===== src/rtl/mem_port_arbiter.sv =====
// Two-master (fetch/data) arbiter for a single fixed-latency memory port.
// One transaction outstanding; data has priority with a starvation guard for fetch.
module mem_port_arbiter #(
  parameter int MEM_LAT    = 2,
  parameter int STARVE_MAX = 3
) (
  input  logic        clk_i,
  input  logic        rst_i,
  input  logic        if_req_i,
  input  logic [63:0] if_addr_i,
  input  logic        flush_i,
  input  logic        dm_req_i,
  input  logic        dm_we_i,
  input  logic [63:0] dm_addr_i,
  input  logic [63:0] dm_wdata_i,
  input  logic [7:0]  dm_be_i,
  output logic        if_gnt_o,
  output logic        dm_gnt_o,
  output logic        if_rvalid_o,
  output logic        dm_rvalid_o,
  output logic [63:0] if_rdata_o,
  output logic [63:0] dm_rdata_o,
  output logic        mem_req_o,
  output logic        mem_we_o,
  output logic [63:0] mem_addr_o,
  output logic [63:0] mem_wdata_o,
  output logic [7:0]  mem_be_o,
  input  logic [63:0] mem_rdata_i,
  output logic        busy_o
);

  // state  | meaning
  // S_IDLE | no transaction outstanding, arbitration and grant happen here
  // S_WAIT | command issued, counting down memory latency
  // S_RESP | mem_rdata_i valid this cycle, owner's response strobe
  typedef enum logic [1:0] {S_IDLE, S_WAIT, S_RESP} state_t;

  localparam logic [3:0] LAT_INIT   = 4'(MEM_LAT - 1);
  localparam logic [3:0] STARVE_LIM = 4'(STARVE_MAX);

  state_t     state, state_n;
  logic [3:0] lat_cnt, lat_cnt_n;
  logic [3:0] starve_cnt, starve_cnt_n;
  logic       owner_dm, owner_dm_n;
  logic       owner_we, owner_we_n;
  logic       drop, drop_n;
  logic       fetch_wins;

  always_ff @(posedge clk_i) begin
    if (rst_i) begin
      state      <= S_IDLE;
      lat_cnt    <= '0;
      starve_cnt <= '0;
      owner_dm   <= 1'b0;
      owner_we   <= 1'b0;
      drop       <= 1'b0;
    end else begin
      state      <= state_n;
      lat_cnt    <= lat_cnt_n;
      starve_cnt <= starve_cnt_n;
      owner_dm   <= owner_dm_n;
      owner_we   <= owner_we_n;
      drop       <= drop_n;
    end
  end

  always_comb begin
    state_n      = state;
    lat_cnt_n    = lat_cnt;
    starve_cnt_n = starve_cnt;
    owner_dm_n   = owner_dm;
    owner_we_n   = owner_we;
    drop_n       = drop;
    if_gnt_o     = 1'b0;
    dm_gnt_o     = 1'b0;
    if_rvalid_o  = 1'b0;
    dm_rvalid_o  = 1'b0;
    if_rdata_o   = '0;
    dm_rdata_o   = '0;
    mem_req_o    = 1'b0;
    mem_we_o     = 1'b0;
    mem_addr_o   = '0;
    mem_wdata_o  = '0;
    mem_be_o     = '0;
    busy_o       = (state != S_IDLE);
    fetch_wins   = if_req_i && (!dm_req_i || starve_cnt == STARVE_LIM);

    case (state)
      S_IDLE: begin
        if (if_req_i || dm_req_i) begin
          mem_req_o = 1'b1;
          lat_cnt_n = LAT_INIT;
          state_n   = (MEM_LAT > 1) ? S_WAIT : S_RESP;
          if (fetch_wins) begin
            if_gnt_o     = 1'b1;
            mem_addr_o   = if_addr_i;
            owner_dm_n   = 1'b0;
            owner_we_n   = 1'b0;
            drop_n       = flush_i;
            starve_cnt_n = '0;
          end else begin
            dm_gnt_o    = 1'b1;
            mem_we_o    = dm_we_i;
            mem_addr_o  = dm_addr_i;
            mem_wdata_o = dm_wdata_i;
            mem_be_o    = dm_be_i;
            owner_dm_n  = 1'b1;
            owner_we_n  = dm_we_i;
            drop_n      = 1'b0;
            if (if_req_i && starve_cnt != STARVE_LIM)
              starve_cnt_n = starve_cnt + 4'd1;
          end
        end
      end
      S_WAIT: begin
        lat_cnt_n = lat_cnt - 4'd1;
        if (lat_cnt == 4'd1) state_n = S_RESP;
        if (!owner_dm && flush_i) drop_n = 1'b1;
      end
      S_RESP: begin
        state_n   = S_IDLE;
        lat_cnt_n = '0;
        drop_n    = 1'b0;
        if (owner_dm) begin
          dm_rvalid_o = 1'b1;
          dm_rdata_o  = owner_we ? 64'd0 : mem_rdata_i;
        end else if (!drop && !flush_i) begin
          if_rvalid_o = 1'b1;
          if_rdata_o  = mem_rdata_i;
        end
      end
      default: state_n = S_IDLE;
    endcase

    // Reset forces every output quiet, including the combinational grant path.
    if (rst_i) begin
      if_gnt_o    = 1'b0;
      dm_gnt_o    = 1'b0;
      if_rvalid_o = 1'b0;
      dm_rvalid_o = 1'b0;
      if_rdata_o  = '0;
      dm_rdata_o  = '0;
      mem_req_o   = 1'b0;
      mem_we_o    = 1'b0;
      mem_addr_o  = '0;
      mem_wdata_o = '0;
      mem_be_o    = '0;
      busy_o      = 1'b0;
    end
  end

endmodule


===== config.mk =====
export PLATFORM = sky130hd
export DESIGN_NAME = mem_port_arbiter
export DESIGN_NICKNAME = d
export VERILOG_FILES = /design/src/rtl/mem_port_arbiter.sv
export SDC_FILE = /design/constraint.sdc
export NUM_CORES = 1
export LEC_CHECK = 0
export CORE_AREA = 2 2 207 209
export CTS_BUF_LIST = sky130_fd_sc_hd__clkbuf_2
export CTS_CLUSTER_DIAMETER = 30
export DETAILED_ROUTE_END_ITERATION = 10
export DIE_AREA = 0 0 209 211
export GPL_TIMING_DRIVEN = 0
export PLACE_DENSITY = 0.36
export SETUP_SLACK_MARGIN = 0.3
export SYNTH_ARGS = -nofsm -noshare
export SYNTH_HDL_FRONTEND = slang
export SYNTH_SLANG_ARGS = --single-unit

===== constraint.sdc =====
create_clock -name clk_i -period 3.6 [get_ports clk_i]
set_input_delay 0.36 -clock clk_i [delete_from_list [all_inputs] [get_ports clk_i]]
set_output_delay 0.36 -clock clk_i [all_outputs]
set_load 0.05 [all_outputs]

# == Yosys cells after proc, flatten, opt, wreduce, memory -nomap -nowiden ==
# Cells that the tools add are included.
# totals
regBits,13
wordCells,89
# op_classes
addsub,2
mux,54
n_eq_ne,8
reduce_logical,19
# ops
operator,count
$mux W64,16
$mux W8,4
$mux W1,26
$mux W4,3
$pmux W4 S3,1
$ne A2 B2 Y1 const B,3
$reduce_and A2 Y1,3
$reduce_and A3 Y1,2
$add A4 B1 Y4 const B,1
$eq A4 B1 Y1 const B,1
$eq A4 B2 Y1 const B,1
$logic_and A1 B1 Y1,4
$logic_not A1 Y1,4
$mux W2,2
$ne A4 B2 Y1 const B,1
$pmux W2 S2,1
$reduce_bool A2 Y1,2
$sub A4 B1 Y4 const B,1
$pmux W1 S3,1
$reduce_bool A3 Y1,1
$eq A2 B1 Y1 const B,1
$eq A2 B2 Y1 const B,1
$logic_not A2 Y1,1
$logic_or A1 B1 Y1,2

# == Longest topological paths before layout ==
# depth
ltp_word,7
depth_mapped,9

# == Worst setup path after synthesis ==
# OpenSTA, ideal clock, no wires.
# synth_timing
kind,register to output
start,reg starve_cnt[0]
end,out mem_addr_o[54]
t_arrival_ns,2.025
path_buffers,1
setup_slack_ns,1.215
required_ns,3.240
stages_incl_launch_ff,7
cell_sequence,dfxtp_1 > ha_1 > nor3b_2 > o21a_1 > clkbuf_1 > nand2_1 > a21oi_1
# synth_via
elab_chain_len,7
# synth_rtl
element,line_no,text
"start, declared",43,"logic [3:0] starve_cnt, starve_cnt_n;"
"start signal, assigned",60,starve_cnt <= starve_cnt_n;
$eq A4 B2 Y1,86,fetch_wins = if_req_i && (!dm_req_i || starve_cnt == STARVE_LIM);
$logic_or A1 B1 Y1,86,
$logic_and A1 B1 Y1,86,
$mux W64,94,if (fetch_wins) begin
$mux W64,90,if (if_req_i || dm_req_i) begin
$mux W64,88,case (state)
$mux W64,136,if (rst_i) begin
"end, declared",25,"output logic [63:0] mem_addr_o,"
# No other way between the ends.

# == Worst setup path in the final report ==
# layout_timing
start,in dm_req_i
end,out mem_wdata_o[36]
# layout_via
elab_chain_len,7
# layout_rtl
element,line_no,text
"start, declared",12,"input logic dm_req_i,"
$logic_not A1 Y1,86,
$logic_or A1 B1 Y1,86,
$logic_and A1 B1 Y1,86,
$mux W64,94,
$mux W64 (*),90,
$mux W64 (*),88,
$mux W64 (*),136,
"end, declared",26,"output logic [63:0] mem_wdata_o,"
# Mark *: on every way between the ends. The rest lies on a longest branch, timed or not.

==> run_results.csv <==
group,metric,value,unit
final_layout,seq_area,260,sq um
worst_setup_path,slowest_delay,0.63,ns
grt,grt_pass1_wl,38700,um
logic_synthesis,yosys_warnings,0,
final_layout,layoutNonFillerInstCount,1628,
routing,first_pass_iters,4,
worst_setup_path,crit_path_top_delay_cell,"clkdlybuf4s50_1",
clock_network,clock_path_buffers,2,
routing,drt_iter0_drc,195,
worst_setup_path,end_kind,"output pin",
power,power_density,231,nW/um^2
logic_synthesis,ys_ff_latch,13,
clock_network,worst_skew_pair.late_latency,0.28,ns
grt,grt_max_degree,11,
power,internal-power,904,uW
clock_network,ctsRootBufferMaster,"clkbuf_2",
worst_setup_path,worstPathMaxFanout,10,
worst_hold_path,hold_path_startpoint,"rst_i",
logic_synthesis,yosysUniqueCellTypes,38,
worst_setup_path,ff2ff_path_depth,6,
status,status,"completed",
power,switching_share,58.6,%
clock_network,numCtsBuffers,3,
sta,finalSetupTns,0,ns
power,clkPwrFrac,3.7,%
power,power_frac_comb,87.7,%
sta,fin_skew,0.0143,ns
job,cap_violations,0,
floorplanning,floorplan.initialDensity,7.78,%
worst_setup_path,start_kind,"input pin",
place,port_buffers,539,
sta,post-route-period-util,86.9,%
worst_hold_path,hold_depth,2,
clock_network,ctsHoldBuffers,0,
power,leakagePower,5.80,nW
final_layout,area_growth,191,%
sta,worstMarginPinSlew,0.598,ns
worst_setup_path,r2r_slack,1.82,ns
logic_synthesis,ys_seq_area_share,8.01,%
worst_hold_path,min_to,"owner_dm$_SDFFE_PP0P_",
routing,routed_wirelength,27800,um
floorplanning,rows,75,
place,gp_congestion,0.775,
place,place_hpwl,24000,um
worst_setup_path,cp.arrival,2.77,ns
sta,max_slew_margin,60.0,%
sta,fin_crit,3.13,ns
floorplanning,io_pins,541,
routing,drc_errors,0,
final_layout,multiInputGateArea,2580,sq um
power,seqPwrFrac,8.6,%
grt,grt.total_usage,11.6,%
routing,vias,5594,
worst_setup_path,reg2reg_from,"state[1]$_SDFFE_PP0P_",
place,dp_cells,1621,
sta,fmax,0.320,GHz
power,ir_worst_vdd,0.000112,V
sta,hold_viol_final,0,
clock_network,clock_sinks,13,
routing,ant_nets,0,
worst_hold_path,hp-class,"input pin to flip-flop",
logic_synthesis,syn_area,3250,sq um
logic_synthesis,syn_nets,820,
worst_setup_path,rr_endpoint,"lat_cnt[2]$_SDFFE_PP0P_",
routing,wire_per_inst,17.1,um
floorplanning,die_y,211,um
worst_setup_path,critPathRequiredTime,3.24,ns
power,p_sw,1.28,mW
worst_setup_path,worstPathCellList,"clkdlybuf4s50_1 -> inv_2 -> o21ai_2 -> buf_6 -> clkbuf_2 -> and3_1 -> dlygate4sd2_1",
final_layout,fill_cells,4698,
sta,rsz0062_at_grt,"true",
clock_network,htree_levels,1,
logic_synthesis,synthCells,543,
grt,antenna_found_initial,1,
logic_synthesis,syn_avg_cell_area,5.98,sq um
sta,slew_viol_final,0,
final_layout,drive_gt1_share,5.70,%
clock_network,tritoncts,"yes",
floorplanning,die_area,44100,sq um
final_layout,nets,1366,
sta,setup_violations,0,
floorplanning,fp.coreArea,41800,sq um
grt,grt_overflow_total,0,
worst_setup_path,path_class,"input pin to output pin",
routing,avgViaCountPerCell,3.44,
floorplanning,die_x,209,um
clock_network,path_clk_slew,0.15,ns
grt,grt_pass1_vias,5598,
-- final cells by class --
cell class	count	area share [%]
flip-flops and latches	13	2.75
repair buffers	541	58.2
well taps	539	7.13
diodes	1	0.0265
plain buffers	53	4.01
multi-input cells	469	27.3
clock buffers	4	0.212
inverters	8	0.331
-- registers in the layout (all words and copies together) (netlist names) --
name        cells
lat_cnt         4
state           2
owner_we        1
owner_dm        1
starve_cnt      4
drop            1
-- placed cells by master (no fill, tap or decap), types with 3 or more instances in the layout --
cell,count
mux2i_1,3
dfxtp_1,13
inv_1,6
clkdlybuf4s50_1,342
o21ai_0,5
clkbuf_1,8
buf_4,3
and3_1,73
and2_1,128
ha_1,7
nor3_1,4
a21oi_1,73
clkbuf_2,20
buf_2,8
dlygate4sd2_1,108
nand2b_1,3
nor2_1,12
dlymetal6s2s_1,89
buf_6,19
nand2_1,136
-- through the flow --
step / area (sq um) / setup slack (ns) / hold slack, ns / power (mW) / util [%]
finish: 9460 / 0.471 / 0.368 / 2.19 / 22.7
global route: 9460 / 0.297 / 0.384 / 2.32 / 22.6
CTS: 9210 / 0.260 / 0.364 / 2.22 / 22.0
detailed placement: 9320 / 0.147 / 0.482 / 2.21 / 22.3
global placement: 9320 / 0.154 / 0.474 / 2.22 / 22.3
floorplan: 3250 / 1.22 / 0.451 / 1.35 / -
-- worst max-delay path, delay by kind of cell --
family                 cells  cell delay, ns
AOI/OAI and AO/OA          1            0.34
buffers and inverters      5            1.78
and+or+nand+nor            1            0.28
-- timing repair --
| action | 4_1_cts | 5_1_grt |
|---|---|---|
| gates resized for setup | 111 | 91 |
| buffers inserted | 0 | 2 |
| setup endpoints to repair | 138 | 141 |
-- power groups by stage --
| stage | sequential, mW | combinational [mW] | clock, mW |
|---|---|---|---|
| after CTS | 0.187 | 1.95 | 0.0870 |
| after floorplan | 0.185 | 1.16 | 0 |
| after global routing | 0.191 | 2.03 | 0.0951 |
| after global placement | 0.190 | 2.03 | 0 |
| after detailed placement | 0.190 | 2.02 | 0 |
| final | 0.187 | 1.92 | 0.0814 |
-- worst max-delay path by stage --
stage	from	endpoint	slack [ns]	cells past startpoint
2_1_floorplan	starve_cnt[0]$_SDFFE_PP0P_	mem_addr_o[54]	1.22	6
3_3_place_gp	dm_req_i	mem_wdata_o[36]	0.15	7
3_5_place_dp	dm_req_i	mem_wdata_o[36]	0.15	7
4_1_cts	state[0]$_SDFFE_PP0P_	dm_rdata_o[54]	0.26	7
5_1_grt	state[0]$_SDFFE_PP0P_	if_rdata_o[1]	0.30	7
6_report	dm_req_i	mem_wdata_o[36]	0.47	7
-- cells in the mapped netlist (all sizes together) --
cell type | instances | share of area, %
a21oi | 73 | 11
o21a | 1 | 0.23
o211a | 1 | 0.31
clkinv | 1 | 0.15
nor3b | 4 | 1.2
nor2b | 1 | 0.19
or4 | 1 | 0.23
clkbuf | 24 | 3.2
nand3 | 2 | 0.31
or3b | 2 | 0.54
nand2 | 136 | 16
or2 | 1 | 0.27
inv | 7 | 0.81
ha | 7 | 2.7
o21ai | 7 | 1.3
mux2i | 3 | 0.92
nand2b | 4 | 1.0
and3 | 73 | 14
a211oi | 1 | 0.23
a22oi | 1 | 0.23
nor3 | 5 | 1.1
nand4b | 2 | 0.54
o31ai | 2 | 0.46
a21o | 1 | 0.23
dfxtp | 13 | 8.0
nor4 | 1 | 0.39
nor2 | 12 | 1.4
and2 | 128 | 25
buf | 29 | 8.3
-- per-layer routing --
layer | GRT usage, % | wire length, um | up-vias | share of wire (%)
met1 | 14.4 | 11700 | 2530 | 42
met4 | 0.936 | 208 | 0 | 0.75
met2 | 21.9 | 14800 | 182 | 53
met3 | 1.65 | 1120 | 12 | 4.0
met5 | 0 | 0 | - | 0
li1 | - | - | 2870 | -
-- cells by family after synthesis --
| kind of cell | after synthesis | share of synthesized area [%] |
|---|---|---|
| compound gates | 87 | 14.3 |
| fa+ha+maj | 7 | 2.70 |
| buf+inv | 61 | 12.5 |
| flops | 13 | 8.01 |
| mux | 3 | 0.925 |
| simple gates | 372 | 61.6 |
(Power assumes the default switching activity.)
